<file path="config.mk">
export PLATFORM = sky130hd
export DESIGN_NAME = vga_text_blit_engine_flat
export DESIGN_NICKNAME = d
export VERILOG_FILES = /design/src/rtl/vga_blit_pkg.sv /design/src/rtl/vga_text_blit_engine_if.sv /design/src/rtl/vga_text_blit_engine.sv /design/src/flat_wrapper.sv
export SDC_FILE = /design/constraint.sdc
export NUM_CORES = 1
export LEC_CHECK = 0
export BUFFER_PORTS_ARGS = -buffer_cell sky130_fd_sc_hd__buf_4
export CAP_MARGIN = 15
export CORE_ASPECT_RATIO = 1.2
export CORE_MARGIN = 2
export CORE_UTILIZATION = 64
export DETAILED_ROUTE_END_ITERATION = 6
export GPL_TIMING_DRIVEN = 0
export PLACE_DENSITY = 0.95
export SETUP_SLACK_MARGIN = 0.1
export SLEW_MARGIN = 20
export SYNTH_ARGS = -nofsm -noshare
export SYNTH_HDL_FRONTEND = slang
export SYNTH_SLANG_ARGS = --single-unit
</file>
<file path="constraint.sdc">
create_clock -name main_clk -period 5.4 [get_ports main_clk]
set_clock_uncertainty 0.1 [all_clocks]
set_input_delay 1.08 -clock main_clk [delete_from_list [all_inputs] [get_ports main_clk]]
set_output_delay 1.08 -clock main_clk [all_outputs]
set_load 0.01 [all_outputs]
</file>
<file path="src/rtl/vga_blit_pkg.sv">
// ============================================================================
// vga_blit_pkg : shared types and constants for the VGA text blit engine
// Rev 1.0
// ============================================================================
`default_nettype none

package vga_blit_pkg;

  localparam int VGA_TEXT_LIMIT     = 20476;
  localparam int VGA_BYTES_PER_CELL = 3;

  typedef enum logic {
    OP_FILL = 1'b0,
    OP_COPY = 1'b1
  } op_e;

  typedef enum logic [3:0] {
    IDLE = 4'd0,
    F_CH = 4'd1,
    F_FG = 4'd2,
    F_BG = 4'd3,
    C_RD = 4'd4,
    C_W  = 4'd5,
    C_WR = 4'd6,
    DONE = 4'd7,
    ERR  = 4'd8
  } state_e;

endpackage

`default_nettype wire

</file>
<file path="src/rtl/vga_text_blit_engine_if.sv">
// ============================================================================
// vga_text_blit_engine_if : command, host and VGA-memory bus of the blit engine
// Rev 1.0
// ============================================================================
`default_nettype none

interface vga_text_blit_engine_if #(
  parameter int COUNT_W = 13
);

  logic               cmd_valid;
  logic               cmd_ready;
  logic               cmd_op;
  logic [14:0]        cmd_dst;
  logic [14:0]        cmd_src;
  logic [COUNT_W-1:0] cmd_count;
  logic [7:0]         cmd_char;
  logic [7:0]         cmd_fg;
  logic [7:0]         cmd_bg;
  logic               busy;
  logic               done;
  logic               err;

  logic               host_do_write;
  logic               host_do_byte_op;
  logic [14:0]        host_addr;
  logic [15:0]        host_write_data;
  logic               host_wait;

  logic               io_do_write;
  logic               io_do_byte_op;
  logic [14:0]        io_addr;
  logic [15:0]        io_write_data;
  logic [15:0]        io_read_data;

  // System side: CPU, command source and the VGA memory read path
  modport master (
    output cmd_valid, cmd_op, cmd_dst, cmd_src, cmd_count, cmd_char, cmd_fg, cmd_bg,
    output host_do_write, host_do_byte_op, host_addr, host_write_data,
    output io_read_data,
    input  cmd_ready, busy, done, err, host_wait,
    input  io_do_write, io_do_byte_op, io_addr, io_write_data
  );

  modport slave (
    input  cmd_valid, cmd_op, cmd_dst, cmd_src, cmd_count, cmd_char, cmd_fg, cmd_bg,
    input  host_do_write, host_do_byte_op, host_addr, host_write_data,
    input  io_read_data,
    output cmd_ready, busy, done, err, host_wait,
    output io_do_write, io_do_byte_op, io_addr, io_write_data
  );

endinterface

`default_nettype wire

</file>
<file path="src/rtl/vga_text_blit_engine.sv">
// ============================================================================
// vga_text_blit_engine : FILL/COPY engine for text cells, muxed with host access
// Rev 1.0
// ============================================================================
`default_nettype none

module vga_text_blit_engine
  import vga_blit_pkg::*;
#(
  parameter int TEXT_LIMIT   = VGA_TEXT_LIMIT,
  parameter int READ_LATENCY = 2,
  parameter int COUNT_W      = 13
) (
  input  wire logic             main_clk,
  input  wire logic             main_rst_n,
  vga_text_blit_engine_if.slave bus
);

  localparam int WAIT_W = (READ_LATENCY > 1) ? $clog2(READ_LATENCY) : 1;

  state_e             r_state;
  state_e             w_next;
  logic               r_desc;
  logic [14:0]        r_dst;
  logic [14:0]        r_src;
  logic [COUNT_W-1:0] r_cnt;
  logic [7:0]         r_char;
  logic [7:0]         r_fg;
  logic [7:0]         r_bg;
  logic [7:0]         r_cap;
  logic [WAIT_W-1:0]  r_wait;

  logic        w_is_copy;
  logic        w_zero;
  logic        w_bad;
  logic        w_desc;
  logic        w_last_cnt;
  logic        w_last_wait;
  logic        w_busy;
  logic [14:0] w_max;
  logic [16:0] w_fill_end;
  logic [16:0] w_copy_end;

  // Validation runs on the raw command inputs so it is resolved in the accept cycle
  assign w_is_copy   = (op_e'(bus.cmd_op) == OP_COPY);
  assign w_zero      = (bus.cmd_count == '0);
  assign w_desc      = (bus.cmd_dst > bus.cmd_src);
  assign w_max       = w_desc ? bus.cmd_dst : bus.cmd_src;
  assign w_fill_end  = {2'b00, bus.cmd_dst} + 17'(VGA_BYTES_PER_CELL) * 17'(bus.cmd_count) - 17'd1;
  assign w_copy_end  = {2'b00, w_max} + 17'(bus.cmd_count) - 17'd1;
  assign w_bad       = (w_is_copy ? w_copy_end : w_fill_end) >= 17'(TEXT_LIMIT);
  assign w_last_cnt  = (r_cnt == COUNT_W'(1));
  assign w_last_wait = (r_wait == WAIT_W'(READ_LATENCY - 1));
  assign w_busy      = (r_state inside {F_CH, F_FG, F_BG, C_RD, C_W, C_WR});

  always_ff @(posedge main_clk or negedge main_rst_n) begin
    if (!main_rst_n) begin
      r_state <= IDLE;
    end else begin
      r_state <= w_next;
    end
  end

  always_comb begin
    w_next = r_state;
    case (r_state)
      IDLE: begin
        if (bus.cmd_valid) begin
          if (w_zero)         w_next = DONE;
          else if (w_bad)     w_next = ERR;
          else if (w_is_copy) w_next = C_RD;
          else                w_next = F_CH;
        end
      end
      F_CH:    w_next = F_FG;
      F_FG:    w_next = F_BG;
      F_BG:    w_next = w_last_cnt ? DONE : F_CH;
      C_RD:    w_next = C_W;
      C_W:     w_next = w_last_wait ? C_WR : C_W;
      C_WR:    w_next = w_last_cnt ? DONE : C_RD;
      DONE:    w_next = IDLE;
      ERR:     w_next = IDLE;
      default: w_next = IDLE;
    endcase
  end

  always_ff @(posedge main_clk or negedge main_rst_n) begin
    if (!main_rst_n) begin
      r_desc <= 1'b0;
      r_dst  <= '0;
      r_src  <= '0;
      r_cnt  <= '0;
      r_char <= '0;
      r_fg   <= '0;
      r_bg   <= '0;
      r_cap  <= '0;
      r_wait <= '0;
    end else begin
      case (r_state)
        IDLE: begin
          if (bus.cmd_valid) begin
            r_cnt  <= bus.cmd_count;
            r_char <= bus.cmd_char;
            r_fg   <= bus.cmd_fg;
            r_bg   <= bus.cmd_bg;
            r_desc <= w_is_copy && w_desc;
            // Descending copies start at the last byte so overlapping scroll-down is safe
            if (w_is_copy && w_desc) begin
              r_dst <= bus.cmd_dst + 15'(bus.cmd_count) - 15'd1;
              r_src <= bus.cmd_src + 15'(bus.cmd_count) - 15'd1;
            end else begin
              r_dst <= bus.cmd_dst;
              r_src <= bus.cmd_src;
            end
          end
        end
        F_CH, F_FG: r_dst <= r_dst + 15'd1;
        F_BG: begin
          r_dst <= r_dst + 15'd1;
          r_cnt <= r_cnt - COUNT_W'(1);
        end
        C_RD: r_wait <= '0;
        C_W: begin
          r_wait <= r_wait + WAIT_W'(1);
          if (w_last_wait) begin
            r_cap <= r_src[0] ? bus.io_read_data[15:8] : bus.io_read_data[7:0];
          end
        end
        C_WR: begin
          r_dst <= r_desc ? r_dst - 15'd1 : r_dst + 15'd1;
          r_src <= r_desc ? r_src - 15'd1 : r_src + 15'd1;
          r_cnt <= r_cnt - COUNT_W'(1);
        end
        default: ;
      endcase
    end
  end

  // Host traffic passes straight through whenever no engine access is in flight
  always_comb begin
    bus.cmd_ready     = main_rst_n && (r_state == IDLE);
    bus.busy          = w_busy;
    bus.host_wait     = w_busy;
    bus.done          = (r_state == DONE);
    bus.err           = (r_state == ERR);
    bus.io_do_write   = main_rst_n && bus.host_do_write;
    bus.io_do_byte_op = main_rst_n && bus.host_do_byte_op;
    bus.io_addr       = main_rst_n ? bus.host_addr : '0;
    bus.io_write_data = main_rst_n ? bus.host_write_data : '0;
    if (w_busy) begin
      bus.io_do_byte_op = 1'b1;
      bus.io_do_write   = 1'b1;
      bus.io_addr       = r_dst;
      bus.io_write_data = '0;
      case (r_state)
        F_CH: bus.io_write_data = {r_char, r_char};
        F_FG: bus.io_write_data = {r_fg, r_fg};
        F_BG: bus.io_write_data = {r_bg, r_bg};
        C_WR: bus.io_write_data = {r_cap, r_cap};
        default: begin
          bus.io_do_write = 1'b0;
          bus.io_addr     = r_src;
        end
      endcase
    end
  end

endmodule

`default_nettype wire

</file>
<file path="src/flat_wrapper.sv">
// flat-port wrapper written by rule: the top's interface ports become plain ports
module vga_text_blit_engine_flat import vga_blit_pkg::*;
#(
  parameter int TEXT_LIMIT   = VGA_TEXT_LIMIT,
  parameter int READ_LATENCY = 2,
  parameter int COUNT_W      = 13
)
  (main_clk, main_rst_n, bus_cmd_valid, bus_cmd_op, bus_cmd_dst, bus_cmd_src, bus_cmd_count, bus_cmd_char, bus_cmd_fg, bus_cmd_bg, bus_host_do_write, bus_host_do_byte_op, bus_host_addr, bus_host_write_data, bus_io_read_data, bus_cmd_ready, bus_busy, bus_done, bus_err, bus_host_wait, bus_io_do_write, bus_io_do_byte_op, bus_io_addr, bus_io_write_data);
  vga_text_blit_engine_if #(.COUNT_W(COUNT_W)) bus_i ();
  input  wire logic main_clk;
  input  wire logic main_rst_n;
  input wire logic [$bits(bus_i.cmd_valid)-1:0] bus_cmd_valid;
  input wire logic [$bits(bus_i.cmd_op)-1:0] bus_cmd_op;
  input wire logic [$bits(bus_i.cmd_dst)-1:0] bus_cmd_dst;
  input wire logic [$bits(bus_i.cmd_src)-1:0] bus_cmd_src;
  input wire logic [$bits(bus_i.cmd_count)-1:0] bus_cmd_count;
  input wire logic [$bits(bus_i.cmd_char)-1:0] bus_cmd_char;
  input wire logic [$bits(bus_i.cmd_fg)-1:0] bus_cmd_fg;
  input wire logic [$bits(bus_i.cmd_bg)-1:0] bus_cmd_bg;
  input wire logic [$bits(bus_i.host_do_write)-1:0] bus_host_do_write;
  input wire logic [$bits(bus_i.host_do_byte_op)-1:0] bus_host_do_byte_op;
  input wire logic [$bits(bus_i.host_addr)-1:0] bus_host_addr;
  input wire logic [$bits(bus_i.host_write_data)-1:0] bus_host_write_data;
  input wire logic [$bits(bus_i.io_read_data)-1:0] bus_io_read_data;
  output wire logic [$bits(bus_i.cmd_ready)-1:0] bus_cmd_ready;
  output wire logic [$bits(bus_i.busy)-1:0] bus_busy;
  output wire logic [$bits(bus_i.done)-1:0] bus_done;
  output wire logic [$bits(bus_i.err)-1:0] bus_err;
  output wire logic [$bits(bus_i.host_wait)-1:0] bus_host_wait;
  output wire logic [$bits(bus_i.io_do_write)-1:0] bus_io_do_write;
  output wire logic [$bits(bus_i.io_do_byte_op)-1:0] bus_io_do_byte_op;
  output wire logic [$bits(bus_i.io_addr)-1:0] bus_io_addr;
  output wire logic [$bits(bus_i.io_write_data)-1:0] bus_io_write_data;
  assign bus_i.cmd_valid = bus_cmd_valid;
  assign bus_i.cmd_op = bus_cmd_op;
  assign bus_i.cmd_dst = bus_cmd_dst;
  assign bus_i.cmd_src = bus_cmd_src;
  assign bus_i.cmd_count = bus_cmd_count;
  assign bus_i.cmd_char = bus_cmd_char;
  assign bus_i.cmd_fg = bus_cmd_fg;
  assign bus_i.cmd_bg = bus_cmd_bg;
  assign bus_i.host_do_write = bus_host_do_write;
  assign bus_i.host_do_byte_op = bus_host_do_byte_op;
  assign bus_i.host_addr = bus_host_addr;
  assign bus_i.host_write_data = bus_host_write_data;
  assign bus_i.io_read_data = bus_io_read_data;
  assign bus_cmd_ready = bus_i.cmd_ready;
  assign bus_busy = bus_i.busy;
  assign bus_done = bus_i.done;
  assign bus_err = bus_i.err;
  assign bus_host_wait = bus_i.host_wait;
  assign bus_io_do_write = bus_i.io_do_write;
  assign bus_io_do_byte_op = bus_i.io_do_byte_op;
  assign bus_io_addr = bus_i.io_addr;
  assign bus_io_write_data = bus_i.io_write_data;
  vga_text_blit_engine #(.TEXT_LIMIT(TEXT_LIMIT), .READ_LATENCY(READ_LATENCY), .COUNT_W(COUNT_W)) u_core (.main_clk(main_clk), .main_rst_n(main_rst_n), .bus(bus_i));
endmodule
</file>
======== Word-level counts from Yosys, hierarchy flattened ========
Cells that the tools add are included.
operators by class
  add/sub/neg operators ................... 14
  multipliers ............................. 1
  order comparisons ....................... 2
  equal/unequal tests ..................... 10
  muxes and demuxes ....................... 31
  reduce and logical (&&, ||, !) cells .... 19
operators by type and width
  operator               number
  $mux 15                10
  $pmux 16 s4            1
  $sub 15x1->15 const B  4
  $pmux 15 s3            1
  $sub 17x1->17 const B  2
  $mux 16                2
  $add 15x1->15 const B  2
  $add 15x13->15         2
  $pmux 15 s2            1
  $pmux 4 s7             1
  $pmux 13 s2            1
  $ge 17x15->1 const B   1
  $mux 17                1
  $add 15x13->16         1
  $add 15x15->16         1
  $eq 4x3->1 const B     4
  $gt 15x15->1           1
  $mul 2x13->15 const A  1
  $eq 13x1->1 const B    1
  $logic_not 13->1       1
  $mux 13                1
  $sub 13x1->13 const B  1
  $mux 4                 3
  $reduce_and 2->1       5
  18 further kinds       28
storage, ports and cells
  register bits ........................... 81
  input bits .............................. 120
  output and inout port bits .............. 38
  logic and storage cells ................. 87

======== Logic depth before layout (Yosys ltp) ========
  depth in word-level cells ............... 10
  gate-level depth with buffers ........... 22
  gate-level depth less buffers ........... 21

======== Least setup slack after synthesis ========
Ideal clock, no wire load.
  path type ............................... input to register
  from .................................... input bus_cmd_src[13]
  to ...................................... register u_core.r_state[0]
  setup time .............................. 0.128 ns
  arrival time ............................ 5.495 ns
  required time ........................... 5.172 ns
  setup slack ............................. -0.323 ns
  cell stages on the path ................. 22
  path buffers ............................ 2
  cell sequence ........................... inv_1 > ha_1 > nand4_1 > nor3_1 > o221ai_1 > a32oi_1 > clkbuf_1 > clkbuf_1 > o21ai_0 > ha_1 > inv_1 > fa_1 > and2b_1 > o31ai_2 > a21oi_1 > nor2_1 > xnor2_1 > a31oi_1 > or4_1 > o41a_1 > mux2i_2 > o31ai_1
on the way
  longest elaborated chain between the ends .. 10
ends and longest elaborated chain
  element                 line                        RTL
  start: declaration      flat_wrapper.sv:15          input wire logic [$bits(bus_i.cmd_src)-1:0] bus_cmd_src;
  $gt 15x15->1            vga_text_blit_engine.sv:47  assign w_desc = (bus.cmd_dst > bus.cmd_src);
  $mux 15 (*)             vga_text_blit_engine.sv:48  assign w_max = w_desc ? bus.cmd_dst : bus.cmd_src;
  $add 15x13->16 (*)      vga_text_blit_engine.sv:50  assign w_copy_end = {2'b00, w_max} + 17'(bus.cmd_count) - 17'd1;
  $sub 17x1->17 (*)       vga_text_blit_engine.sv:50
  $mux 17 (*)             vga_text_blit_engine.sv:51  assign w_bad = (w_is_copy ? w_copy_end : w_fill_end) >= 17'(TEXT_LIMIT);
  $ge 17x15->1 (*)        vga_text_blit_engine.sv:51
  $mux 4 (*)              vga_text_blit_engine.sv:70  else if (w_bad) w_next = ERR;
  $mux 4 (*)              vga_text_blit_engine.sv:69  if (w_zero) w_next = DONE;
  $mux 4 (*)              vga_text_blit_engine.sv:68  if (bus.cmd_valid) begin
  $pmux 4 s7 (*)          vga_text_blit_engine.sv:66  case (r_state)
  end signal: assignment  vga_text_blit_engine.sv:60  r_state <= w_next;
  end: declaration        vga_text_blit_engine.sv:21  state_e r_state;
Mark *: on every way between the ends. The rest lies on a longest branch, timed or not. The select of a mux whose other input is x is not followed.
A chain may end at the register's enable or synchronous reset.

======== Worst setup path in the final report ========
  from .................................... input bus_cmd_dst[12]
  to ...................................... register u_core.r_state[2]
on the way
  longest elaborated chain between the ends .. 10
  elaborated cells between the ends (all ways) .. 12
  classes of those cells .................. 4 x add/sub; 2 x order compare; 6 x mux
ends and longest elaborated chain
  element             line                        RTL
  start: declaration  flat_wrapper.sv:14          input wire logic [$bits(bus_i.cmd_dst)-1:0] bus_cmd_dst;
  $gt 15x15->1        vga_text_blit_engine.sv:47
  $mux 15             vga_text_blit_engine.sv:48
  $add 15x13->16      vga_text_blit_engine.sv:50
  $sub 17x1->17       vga_text_blit_engine.sv:50
  $mux 17 (*)         vga_text_blit_engine.sv:51
  $ge 17x15->1 (*)    vga_text_blit_engine.sv:51
  $mux 4 (*)          vga_text_blit_engine.sv:70
  $mux 4 (*)          vga_text_blit_engine.sv:69
  $mux 4 (*)          vga_text_blit_engine.sv:68
  $pmux 4 s7 (*)      vga_text_blit_engine.sv:66
Marks and branches as above.

==> impl_metrics.tcl <==
set metrics [dict create \
    fin_nets 1777 \
    root_buffer "clkbuf_16" \
    grt_remaining_overflow 0 \
    cp_num_cells 21 \
    grt_first_pass_wirelength_mm 53.67 \
    crit_end "u_core.r_state[2]" \
    reg2reg_to "u_core.r_src[14]" \
    crit_type "in2reg" \
    end_kind "flip-flop" \
    dp.cells 1693 \
    ir_drop_uv 140.5 \
    drt_iter0_markers 1212 \
    finalSetupViolations 3 \
    syn2layout_area_growth_pct 22.55 \
    grt_pass1_vias 11080 \
    cts.sinks 81 \
    worst-path-max-fanout 6 \
    worst_pin_slew_ns 1.095 \
    status "finished, violations left" \
    violations "DRC, setup timing" \
    core_mm2 0.01545 \
    power_leakage_nw 6.030 \
    fill_cells 993 \
    timing.critical_path.buf_inv 5 \
    reg2reg_from "u_core.r_desc" \
    final_cells 1734 \
    fmaxAchievable_ghz 0.1767 \
    async_flop_share 1.000 \
    start_util 0.6491 \
    path_delay_family "compound AO/OA/AOI/OAI gates" \
    numCtsBuffers 9 \
    holdWs_ns 0.3839 \
    hp-class "reg2reg" \
    ant_nets 0 \
    mostFrequentLayoutCell "nand2_1" \
    final_cell_mix "nand2_1 (182), buf_4 (174), inv_1 (109), ha_1 (109), o21ai_0 (103)" \
    clk_pin_slew_ns 0.07 \
    whs_path_depth 2 \
    maxCapViolCount 0 \
    period_minus_slack_ns 5.659 \
    ys_types 78 \
    num_rows 50 \
    slew-limit-headroom 0.2644 \
    io_pins 158 \
    synth_nets 1584 \
    routed_wl_mm 34.93 \
    syn_inst 1328 \
    num_antenna_cells 0 \
    wl_per_cell_um 20.14 \
    worstPathRequired_ns 5.53 \
    synth_edf_count 0 \
    tritoncts "yes" \
    dieHeight_um 141.1 \
    finalPower_mw 2.210 \
    ys.warnings.count 0 \
    place.gp.congestion 0.9752 \
    post-route-util 0.7955 \
    ys_seq_elements 81 \
    drc 62 \
    crit_arrival_ns 5.79 \
    cp_slowest_cell "or4_4" \
    rsz0062_at_grt "true" \
    antenna_found_initial 0 \
    startpoint "bus_cmd_dst[12]" \
    timing.final.ws_setup_ns -0.2589 \
    startpoint_type "input port" \
    period_share 1.048 \
    avgSynthCellArea_um2 7.553 \
    p_per_area_mw_per_mm2 179.7 \
    synth-main-ff-cell "dfrtp_1" \
    path_cells "buf_6 > ha_4 > a21oi_1 > nor2_1 > a211oi_2 > a32oi_2 > clkbuf_8 > buf_4 > clkbuf_8 > buf_4 > o21ai_0 > ha_1 > o21ai_0 > a21oi_2 > nor2_2 > xnor2_2 > a31oi_1 > or4_4 > o41a_1 > mux2i_2 > o31ai_1" \
    r2r_cells 13 \
    drt_first_pass_iters 7 \
    slowest_delay_ns 0.49 \
    detail_route.vias_per_cell 6.527 \
    hpwl_mm 24.59 \
    drv_slew 0 \
    synth-seq-area-share 0.2021 \
    port_buffers 157 \
    syn_area_mm2 0.01003 \
    clk_path_buf_depth 2 \
    reg2reg_setup_slack_ns 1.36 \
    die_w_um 118.3 \
    finalHoldViolCount 0 \
    grt_usage 0.3985 \
    drive_gt1_frac 0.1769 \
    place_ws_ns -0.8494 \
    grt_max_degree 83 \
    design.die.area_mm2 0.01669 \
    clkLatencyLatePin_ns 0.35 \
    routed-via-count 11317 \
    cts_htree_levels 3 \
]
synthesized netlist by cell type, types with 3 or more instances:
cell type | count | area, um2
nand2_1 | 183 | 686.9
inv_1 | 120 | 450.4
ha_1 | 119 | 1489
o21ai_0 | 107 | 535.5
nor2_1 | 100 | 375.4
dfrtp_1 | 81 | 2027
a21oi_1 | 72 | 360.4
nor3_1 | 51 | 255.2
clkbuf_1 | 49 | 183.9
nand3_1 | 44 | 220.2
xor2_1 | 40 | 350.3
mux2i_1 | 37 | 370.4
a21o_1 | 31 | 232.7
xnor2_1 | 28 | 245.2
o211ai_1 | 19 | 142.6
fa_1 | 17 | 340.3
o21ai_1 | 14 | 70.07
a211oi_1 | 13 | 97.59
and3_1 | 10 | 62.56
o21a_1 | 10 | 75.07
o22ai_1 | 10 | 62.56
o31ai_1 | 10 | 75.07
a221o_1 | 9 | 90.09
buf_1 | 8 | 30.03
nand2b_1 | 8 | 50.05
nand4_1 | 8 | 50.05
a22oi_1 | 7 | 52.55
a31oi_1 | 7 | 43.79
a221oi_1 | 6 | 52.55
nor2b_1 | 6 | 37.54
nor4_1 | 6 | 37.54
o21bai_1 | 6 | 45.04
or3_1 | 6 | 37.54
nor3b_1 | 5 | 37.54
o41ai_1 | 5 | 43.79
a211o_1 | 4 | 35.03
and2_1 | 4 | 25.02
o221ai_1 | 4 | 35.03
o311ai_0 | 4 | 35.03
or2_2 | 4 | 25.02
clkbuf_8 | 3 | 41.29
nand3b_1 | 3 | 22.52
o32ai_1 | 3 | 26.28
routing by layer:
| metal | vias up | routed length [um] | global-route usage |
|---|---|---|---|
| met5 | - | 0 | 0 |
| met4 | 0 | 2373 | 0.2346 |
| met3 | 221 | 3266 | 0.05380 |
| met2 | 768 | 16760 | 0.7003 |
| met1 | 5237 | 12520 | 0.4632 |
| li1 | 5091 | - | - |
final cells by class:
class | count | area, um2 | area share
clock buffer | 9 | 225.2 | 0.01832
tap | 208 | 260.3 | 0.02117
timing repair buffer | 182 | 1416 | 0.1152
sequential | 81 | 2027 | 0.1649
inverter | 120 | 467.9 | 0.03807
buffer | 64 | 325.3 | 0.02646
multi-input combinational | 1063 | 7487 | 0.6091
clock inverter | 7 | 83.83 | 0.006819
worst reg2reg max path, stage by stage (launching register included):
cell      delay, ns
dfrtp_1        0.60
clkbuf_1       0.33
inv_1          0.29
fa_1           0.28
nor2b_1        0.06
o21ai_1        0.20
a21boi_1       0.16
o41ai_1        0.44
o21ai_1        0.18
o41ai_1        0.54
o21ai_1        0.22
mux2i_1        0.24
xnor2_1        0.17
mux2i_1        0.10
registers in the layout, indices dropped and copies added, names as in the netlist:
name / count
u_core.r_cnt: 13
u_core.r_char: 8
u_core.r_wait: 1
u_core.r_desc: 1
u_core.r_fg: 8
u_core.r_src: 15
u_core.r_cap: 8
u_core.r_state: 4
u_core.r_bg: 8
u_core.r_dst: 15
cells by family after synthesis:
family          count (synthesis)  share of synthesized area
xor+xnor                       68                    0.05937
flops                          81                     0.2021
simple gates                  454                     0.2084
fa+ha+maj                     136                     0.1824
compound gates                365                     0.2338
mux                            40                    0.04079
buf+inv                       184                    0.07322
where the power goes:
group / leakage, nW / internal (mW) / switching [mW]
combinational: 4.92 / 0.414 / 0.538
clock: 0.149 / 0.368 / 0.283
sequential: 0.957 / 0.606 / 0
worst min-delay path by stage:
stage | slack (ns) | startpoint | end
global placement | 0.36 | u_core.r_fg[0] | u_core.r_fg[0]
CTS | 0.38 | u_core.r_char[0] | u_core.r_char[0]
detailed placement | 0.37 | u_core.r_fg[6] | u_core.r_fg[6]
finish | 0.38 | u_core.r_char[0] | u_core.r_char[0]
global route | 0.41 | u_core.r_fg[4] | u_core.r_fg[4]
floorplan | 0.34 | u_core.r_fg[0] | u_core.r_fg[0]
per-stage QoR:
step	cell area [um2]	setup TNS (ns)
after CTS	12180	0
after global placement	11520	-2.329
after global routing	12290	-0.8195
final	12290	-0.7451
after detailed placement	11520	-2.532
after floorplan	10080	0
timing repair:
item                       4_1_cts  5_1_grt
hold endpoints to repair         0        0
setup endpoints to repair        3        3
buffers inserted                21        4
hold buffers                     0        0
gates resized for setup         46       19
pin swaps                       20       17
(Power assumes the default switching activity.)
